==> src/rtl/bin2dec_pkg.sv <==
// Shared types and digit-code helpers for the binary-to-decimal display formatter.
package bin2dec_pkg;

   typedef enum logic [1:0] {
      IDLE  = 2'd0,
      SHIFT = 2'd1,
      FMT   = 2'd2,
      DONE  = 2'd3
   } state_t;

   // Digit code layout: {blank, dp, dash, value[3:0]}
   localparam int BLANK_BIT  = 6;
   localparam int DP_BIT     = 5;
   localparam int DASH_BIT   = 4;
   localparam int BCD_DIGITS = 7;

   localparam logic [6:0] DIGIT_BLANK = 7'b100_0000;

   function automatic logic [6:0] mk_digit(input logic       blank,
                                           input logic       dp,
                                           input logic       dash,
                                           input logic [3:0] val);
      logic [6:0] code;
      code           = {3'b000, val};
      code[BLANK_BIT] = blank;
      code[DP_BIT]    = dp;
      code[DASH_BIT]  = dash;
      return code;
   endfunction

endpackage

==> src/rtl/bin2dec_disp_bcd_add3.sv <==
// Double-dabble nibble correction: a BCD digit of 5 or more gets 3 added
// so that the following left shift carries correctly into the next digit.
module bcd_add3 (
   input  logic [3:0] nib,
   output logic [3:0] adj
);

   assign adj = (nib >= 4'd5) ? (nib + 4'd3) : nib;

endmodule

==> src/rtl/bin2dec_disp.sv <==
// Signed binary to 8-digit seven-segment code formatter. Sequential
// double-dabble (one bit per clock), then leading-zero blanking, optional
// decimal point and minus sign. Digit outputs only change on entry to DONE.
module bin2dec_disp
   import bin2dec_pkg::*;
#(
   parameter int W  = 24,
   parameter int ND = 8
) (
   input  logic         clk,
   input  logic         rst,
   input  logic         start,
   input  logic [W-1:0] value,
   input  logic         dp_en,
   input  logic [2:0]   dp_pos,
   output logic         busy,
   output logic         done,
   output logic [6:0]   d7,
   output logic [6:0]   d6,
   output logic [6:0]   d5,
   output logic [6:0]   d4,
   output logic [6:0]   d3,
   output logic [6:0]   d2,
   output logic [6:0]   d1,
   output logic [6:0]   d0
);

   localparam int CW = $clog2(W + 1);
   localparam int BW = 4 * BCD_DIGITS;

   state_t           state_r;
   state_t           state_nxt_s;
   logic             busy_r;
   logic             done_r;
   logic             busy_nxt_s;
   logic             done_nxt_s;
   logic             neg_r;
   logic             dp_en_r;
   logic [2:0]       dp_pos_r;
   logic [2:0]       dp_pos_clamp_s;
   logic [W-1:0]     mag_r;
   logic [W-1:0]     mag_in_s;
   logic [CW-1:0]    cnt_r;
   logic [BW-1:0]    bcd_r;
   logic [BW-1:0]    bcd_adj_s;
   logic [4*ND-1:0]  bcd_pad_s;
   logic [2:0]       msd_s;
   logic [2:0]       top_s;
   logic [6:0]       digit_r [ND];
   logic [6:0]       fmt_s   [ND];

   // Per-digit add-3 correction ahead of each shift
   genvar g;
   generate
      for (g = 0; g < BCD_DIGITS; g++) begin : g_add3
         bcd_add3 u_add3 (
            .nib (bcd_r[4*g +: 4]),
            .adj (bcd_adj_s[4*g +: 4])
         );
      end
   endgenerate

   // Magnitude of the incoming value; -2^(W-1) maps exactly onto 2^(W-1)
   always_comb begin
      if (value[W-1]) begin
         mag_in_s = (~value) + W'(1);
      end else begin
         mag_in_s = value;
      end
   end

   // Decimal-point positions beyond the 7 value digits collapse onto digit 6
   always_comb begin
      if (dp_pos > 3'd6) begin
         dp_pos_clamp_s = 3'd6;
      end else begin
         dp_pos_clamp_s = dp_pos;
      end
   end

   // State register plus registered busy/done flags
   always_ff @(posedge clk or posedge rst) begin
      if (rst) begin
         state_r <= IDLE;
         busy_r  <= 1'b0;
         done_r  <= 1'b0;
      end else begin
         state_r <= state_nxt_s;
         busy_r  <= busy_nxt_s;
         done_r  <= done_nxt_s;
      end
   end

   // Next-state logic; start is only honoured in IDLE
   always_comb begin
      state_nxt_s = state_r;
      case (state_r)
         IDLE: begin
            if (start) begin
               state_nxt_s = SHIFT;
            end else begin
               state_nxt_s = IDLE;
            end
         end
         SHIFT: begin
            if (cnt_r == CW'(1)) begin
               state_nxt_s = FMT;
            end else begin
               state_nxt_s = SHIFT;
            end
         end
         FMT:     state_nxt_s = DONE;
         DONE:    state_nxt_s = IDLE;
         default: state_nxt_s = IDLE;
      endcase
   end

   // Flags for the state being entered, so busy/done come straight from flops
   always_comb begin
      busy_nxt_s = 1'b0;
      done_nxt_s = 1'b0;
      case (state_nxt_s)
         SHIFT:   busy_nxt_s = 1'b1;
         FMT:     busy_nxt_s = 1'b1;
         DONE:    done_nxt_s = 1'b1;
         default: busy_nxt_s = 1'b0;
      endcase
   end

   // Conversion datapath: latch on start, shift during SHIFT, publish on FMT->DONE
   always_ff @(posedge clk or posedge rst) begin
      if (rst) begin
         neg_r    <= 1'b0;
         dp_en_r  <= 1'b0;
         dp_pos_r <= 3'd0;
         mag_r    <= {W{1'b0}};
         cnt_r    <= {CW{1'b0}};
         bcd_r    <= {BW{1'b0}};
         for (int i = 0; i < ND; i++) begin
            digit_r[i] <= DIGIT_BLANK;
         end
      end else begin
         case (state_r)
            IDLE: begin
               if (start) begin
                  neg_r    <= value[W-1];
                  mag_r    <= mag_in_s;
                  dp_en_r  <= dp_en;
                  dp_pos_r <= dp_pos_clamp_s;
                  bcd_r    <= {BW{1'b0}};
                  cnt_r    <= CW'(W);
               end
            end
            SHIFT: begin
               bcd_r <= {bcd_adj_s[BW-2:0], mag_r[W-1]};
               mag_r <= {mag_r[W-2:0], 1'b0};
               cnt_r <= cnt_r - CW'(1);
            end
            FMT: begin
               for (int i = 0; i < ND; i++) begin
                  digit_r[i] <= fmt_s[i];
               end
            end
            default: begin
               cnt_r <= cnt_r;
            end
         endcase
      end
   end

   assign bcd_pad_s = {{(4*ND-BW){1'b0}}, bcd_r};

   // Most significant nonzero digit and the highest digit that must be lit
   always_comb begin
      msd_s = 3'd0;
      for (int i = 1; i < BCD_DIGITS; i++) begin
         if (bcd_r[4*i +: 4] != 4'd0) begin
            msd_s = 3'(i);
         end else begin
            msd_s = msd_s;
         end
      end
      if (dp_en_r && (dp_pos_r > msd_s)) begin
         top_s = dp_pos_r;
      end else begin
         top_s = msd_s;
      end
   end

   // Digit codes: lit up to top, minus sign just above it, blank beyond
   always_comb begin
      for (int i = 0; i < ND; i++) begin
         if (i <= int'(top_s)) begin
            fmt_s[i] = mk_digit(1'b0, dp_en_r && (i == int'(dp_pos_r)), 1'b0,
                                bcd_pad_s[4*i +: 4]);
         end else if (neg_r && (i == int'(top_s) + 1)) begin
            fmt_s[i] = mk_digit(1'b0, 1'b0, 1'b1, 4'd0);
         end else begin
            fmt_s[i] = DIGIT_BLANK;
         end
      end
   end

   assign busy = busy_r;
   assign done = done_r;
   assign d0   = digit_r[0];
   assign d1   = digit_r[1];
   assign d2   = digit_r[2];
   assign d3   = digit_r[3];
   assign d4   = digit_r[4];
   assign d5   = digit_r[5];
   assign d6   = digit_r[6];
   assign d7   = digit_r[7];

endmodule

==> config.mk <==
export PLATFORM = sky130hd
export DESIGN_NAME = bin2dec_disp
export DESIGN_NICKNAME = d
export VERILOG_FILES = /design/src/rtl/bin2dec_pkg.sv /design/src/rtl/bin2dec_disp_bcd_add3.sv /design/src/rtl/bin2dec_disp.sv
export SDC_FILE = /design/constraint.sdc
export NUM_CORES = 1
export LEC_CHECK = 0
export CAP_MARGIN = 0
export CORE_MARGIN = 2
export CORE_UTILIZATION = 61
export CTS_BUF_LIST = sky130_fd_sc_hd__clkbuf_8
export DETAILED_ROUTE_END_ITERATION = 12
export PLACE_DENSITY = 0.89
export RECOVER_POWER = 50
export REMOVE_ABC_BUFFERS = 1
export SLEW_MARGIN = 15
export SYNTH_ARGS = -nofsm -noshare
export SYNTH_HDL_FRONTEND = slang
export SYNTH_SLANG_ARGS = --single-unit
==> constraint.sdc <==
create_clock -name clk -period 6.5 [get_ports clk]
set_input_delay 0.65 -clock clk [delete_from_list [all_inputs] [get_ports clk]]
set_output_delay 0.65 -clock clk [all_outputs]
set_load 0.03 [all_outputs]
==> impl_metrics.py <==
metrics = {
    "clock_network": {
        "post_cts_resized": 0,
        "cts.sinks": 117,
        "numCtsBuffers": 17,
        "cts.clk_slew.worst_paths_ns": 0.08,
        "clk_root_buffer_cell": "clkbuf_8",
        "clock_path_buffers": 2,
        "cts_tree": "done",
        "cts_hold_buffers": 0,
        "clock_latency_ns": 0.44,
        "post_cts_buffers": 0,
        "ctsHtreeMaxLevel": 4,
    },
    "cells_and_area": {
        "fin_util": 0.754,
        "antenna_cells": 0,
        "drive_gt1_frac": 0.0831,
        "area_growth_pct": 21.3,
        "layout.nets": 746,
        "nFillCells": 696,
    },
    "die": {
        "die_x_microns": 103,
        "core_area_sq_um": 9640,
        "start_util": 0.621,
        "top_level_ports": 89,
        "row_count": 36,
        "die-area_sq_um": 10600,
        "dieHeight_microns": 103,
    },
    "power": {
        "ir_worst_vdd_mv": 0.190,
        "swShare": 0.418,
        "p_seq_frac": 0.385,
        "comb_power_share": 0.399,
        "p_leak_nw": 3.13,
        "p_per_area_nw_per_um2": 420,
        "pwr-share-clk": 0.216,
        "power.total_mw": 3.05,
        "p_sw_mw": 1.27,
        "intPower_mw": 1.78,
    },
    "sta": {
        "setup_tns_ns": 0,
        "rsz0062_at_grt": "no",
        "finalSetupViolations": 0,
        "skew_ns": 0.0129,
        "worst_pin_slew_ns": 2.61,
        "slew_headroom": -0.741,
        "final.min_clock_period_ns": 3.78,
        "fin_crit_sh": 0.582,
        "worst_slack_ns": 2.72,
        "hold_viol_final": 0,
        "fmax_mhz": 264,
        "slew_violations": 213,
    },
    "flow_run": {
        "drv_cap": 4,
    },
    "worst_setup_path": {
        "required_ns": 6.84,
        "endpoint_kind": "flip-flop",
        "crit_top_cell": "ha_1",
        "crit_chain": "inv_1 > ha_1 > or3b_2 > nor3_1 > ha_1 > and3_1 > nand2_1 > a21oi_1 > a31o_2 > mux2i_1 > nor2_1 > buf_4 > o41ai_2",
        "worstPathArrival_ns": 4.12,
        "r2r_start": "bcd_r[20]$_DFFE_PP0P_",
        "cp-startpoint": "bcd_r[20]$_DFFE_PP0P_",
        "worst_setup_path_start_kind": "flip-flop",
        "critPathKind": "flip-flop to flip-flop",
        "cp_max_fo": 14,
        "slowest_stage": "or3b_2",
        "critical_path.max_stage_delay_ns": 0.50,
    },
    "synth": {
        "synth.avg_cell_area_sq_um": 9.64,
        "syn_area_sq_um": 5990,
        "ys_seq_area_frac": 0.490,
        "synthArstFlopShare": 1.00,
        "syn_inst": 621,
        "ys_types": 57,
        "ys_ff_latch": 117,
        "ys.flop_type": "dfrtp_1",
        "yosysWarnings": 0,
        "synth_edf_count": 0,
    },
    "outcome": {
        "outcome": "finished, violations left",
        "violations": "capacitance limit, slew limit",
    },
    "routing": {
        "highest_layer": "met4",
        "wl_met1_microns": 5700,
        "wl_microns": 13900,
        "vias": 5126,
        "routedWlPerCell_microns": 16.5,
        "routed_via_density": 6.08,
        "drc_errors": 0,
        "first_iter_violations": 301,
        "wl_met3_microns": 1010,
        "ant_nets": 0,
        "firstDrtPassIters": 5,
        "dr_wl_met2_microns": 6890,
    },
    "placement": {
        "gp_congestion": 0.880,
        "pre_cts_ws_ns": 2.81,
        "dp_hpwl_microns": 9550,
        "portBuffers": 83,
    },
    "global_routing": {
        "antenna_found_initial": 0,
        "grt-ovfl-total": 0,
        "grt_max_degree": 75,
        "grt_pass1_vias": 4755,
        "grt_pass1_wl_microns": 22000,
        "grtUsageTotal": 0.266,
    },
    "min_path": {
        "hp-class": "flip-flop to flip-flop",
        "worstHoldStart": "d0[2]$_DFFE_PP0N_",
    },
}
registers in the layout (all words and copies together), names as in the netlist:
| register | cells |
|---|---|
| d4 | 7 |
| dp_en_r | 1 |
| cnt_r | 5 |
| d0 | 6 |
| d2 | 7 |
| busy | 1 |
| bcd_r | 28 |
| d6 | 7 |
| mag_r | 24 |
| done | 1 |
| dp_pos_r | 3 |
| d5 | 7 |
| d3 | 7 |
| d1 | 7 |
| state_r | 2 |
| d7 | 3 |
| neg_r | 1 |
cell type report:
type / count / area, sq um / area share
inverters: 27 / 103 / 0.0141
repair buffers: 88 / 858 / 0.118
clock buffers: 17 / 234 / 0.0322
multi-input cells: 446 / 2810 / 0.387
flip-flops and latches: 117 / 2940 / 0.404
clock inverters: 15 / 156 / 0.0215
well taps: 133 / 166 / 0.0229
power groups by stage:
stage,Combinational (mW),Clock [mW],Sequential (mW)
2_1_floorplan,0.781,0,1.22
6_report,1.22,0.658,1.18
3_5_place_dp,1.21,0,1.18
5_1_grt,1.34,0.694,1.20
3_3_place_gp,1.15,0,1.16
4_1_cts,1.23,0.661,1.17
cell families (layout without fill, tap and decap cells):
kind of cell / count (synthesis) / after routing / synth area share
AO/OA/AOI/OAI: 214 / 214 / 0.235
XOR/XNOR: 29 / 29 / 0.0424
adder cells (fa/ha/maj): 18 / 18 / 0.0376
buffers and inverters: 62 / 147 / 0.0426
flip-flops: 117 / 117 / 0.490
multiplexers: 6 / 6 / 0.0100
other: 1 / 5 / 0.000626
AND/OR/NAND/NOR: 174 / 174 / 0.141
worst max-delay path: cells and delay by family (launching register included):
family / cells / cell delay, ns
buffers and inverters: 2 / 0.39
AOI/OAI and AO/OA: 3 / 0.57
adders and majority gates: 2 / 0.56
and+or+nand+nor: 5 / 1.35
DFF: 1 / 0.41
muxes: 1 / 0.40
cell usage after synthesis, types with 3 or more instances:
library cell	n	area [sq um]
inv_1	23	86.3
nor3_1	8	40.0
o21ai_0	65	325
dfrtp_1	109	2730
ha_1	18	225
nor4_1	4	25.0
a21oi_1	30	150
a32o_1	8	80.1
buf_4	5	37.5
or4_1	5	37.5
mux2i_1	6	60.1
dfstp_2	8	210
buf_2	3	15.0
clkbuf_1	24	90.1
nand2_1	90	338
buf_1	3	11.3
o41ai_2	3	48.8
xor2_1	17	149
o31ai_1	27	203
nor3b_1	11	82.6
xnor2_1	12	105
a31oi_1	5	31.3
o22ai_1	28	175
inv_2	3	11.3
o21ai_1	3	15.0
a22o_1	6	52.6
o41ai_1	4	35.0
nand3_1	10	50.1
a22oi_1	19	143
nand2b_1	11	68.8
nor2_1	18	67.6
layer usage:
layer,track usage,up-vias
met2,0.449,205
met5,0,-
li1,-,2422
met4,0.101,0
met3,0.0725,31
met1,0.329,2468
through the flow:
stage                     instances  hold slack, ns  area (sq um)
after floorplan                 590           0.436          5850
after global placement          811           0.457          6900
after detailed placement        811           0.465          6900
after CTS                       843           0.477          7290
after global routing            843           0.499          7270
final                           843           0.471          7270
worst paths after layout:
| path | to | slack (ns) | cells after the start |
|---|---|---|---|
| worst min register to register | d0[2]$_DFFE_PP0N_ | 0.47 | 2 |
| worst max-delay path | d4[5]$_DFFE_PP0N_ | 2.72 | 13 |
| max in group asynchronous | d4[4]$_DFFE_PP0N_ | 2.95 | 3 |
| min in group asynchronous | bcd_r[6]$_DFFE_PP0P_ | 1.11 | 2 |
| worst min-delay path | d0[2]$_DFFE_PP0N_ | 0.47 | 2 |
| worst max register to register | d4[5]$_DFFE_PP0N_ | 2.72 | 13 |
placed cells by master (no fill, tap or decap), types with 3 or more instances in the layout:
cell type          n
ha_1              18
nor4_1             4
xor2_1            17
inv_1             24
o41ai_1            4
dlygate4sd3_1     42
a31oi_1            5
nor3b_1           11
a22o_1             6
dfrtp_1          109
a21oi_1           30
o22ai_1           28
xnor2_1           12
a22oi_1           19
mux2i_1            6
conb_1             5
dfstp_2            8
nor3_1             8
clkinvlp_4         5
nand2b_1          11
or4_1              5
nand2_1           90
o31ai_1           27
clkinv_4           3
a32o_1             8
clkbuf_8          17
o21ai_0           66
clkdlybuf4s50_1   41
nor2_1            18
nand3_1           10
clkinv_2           3
o41ai_2            3
(Power assumes the default switching activity.)
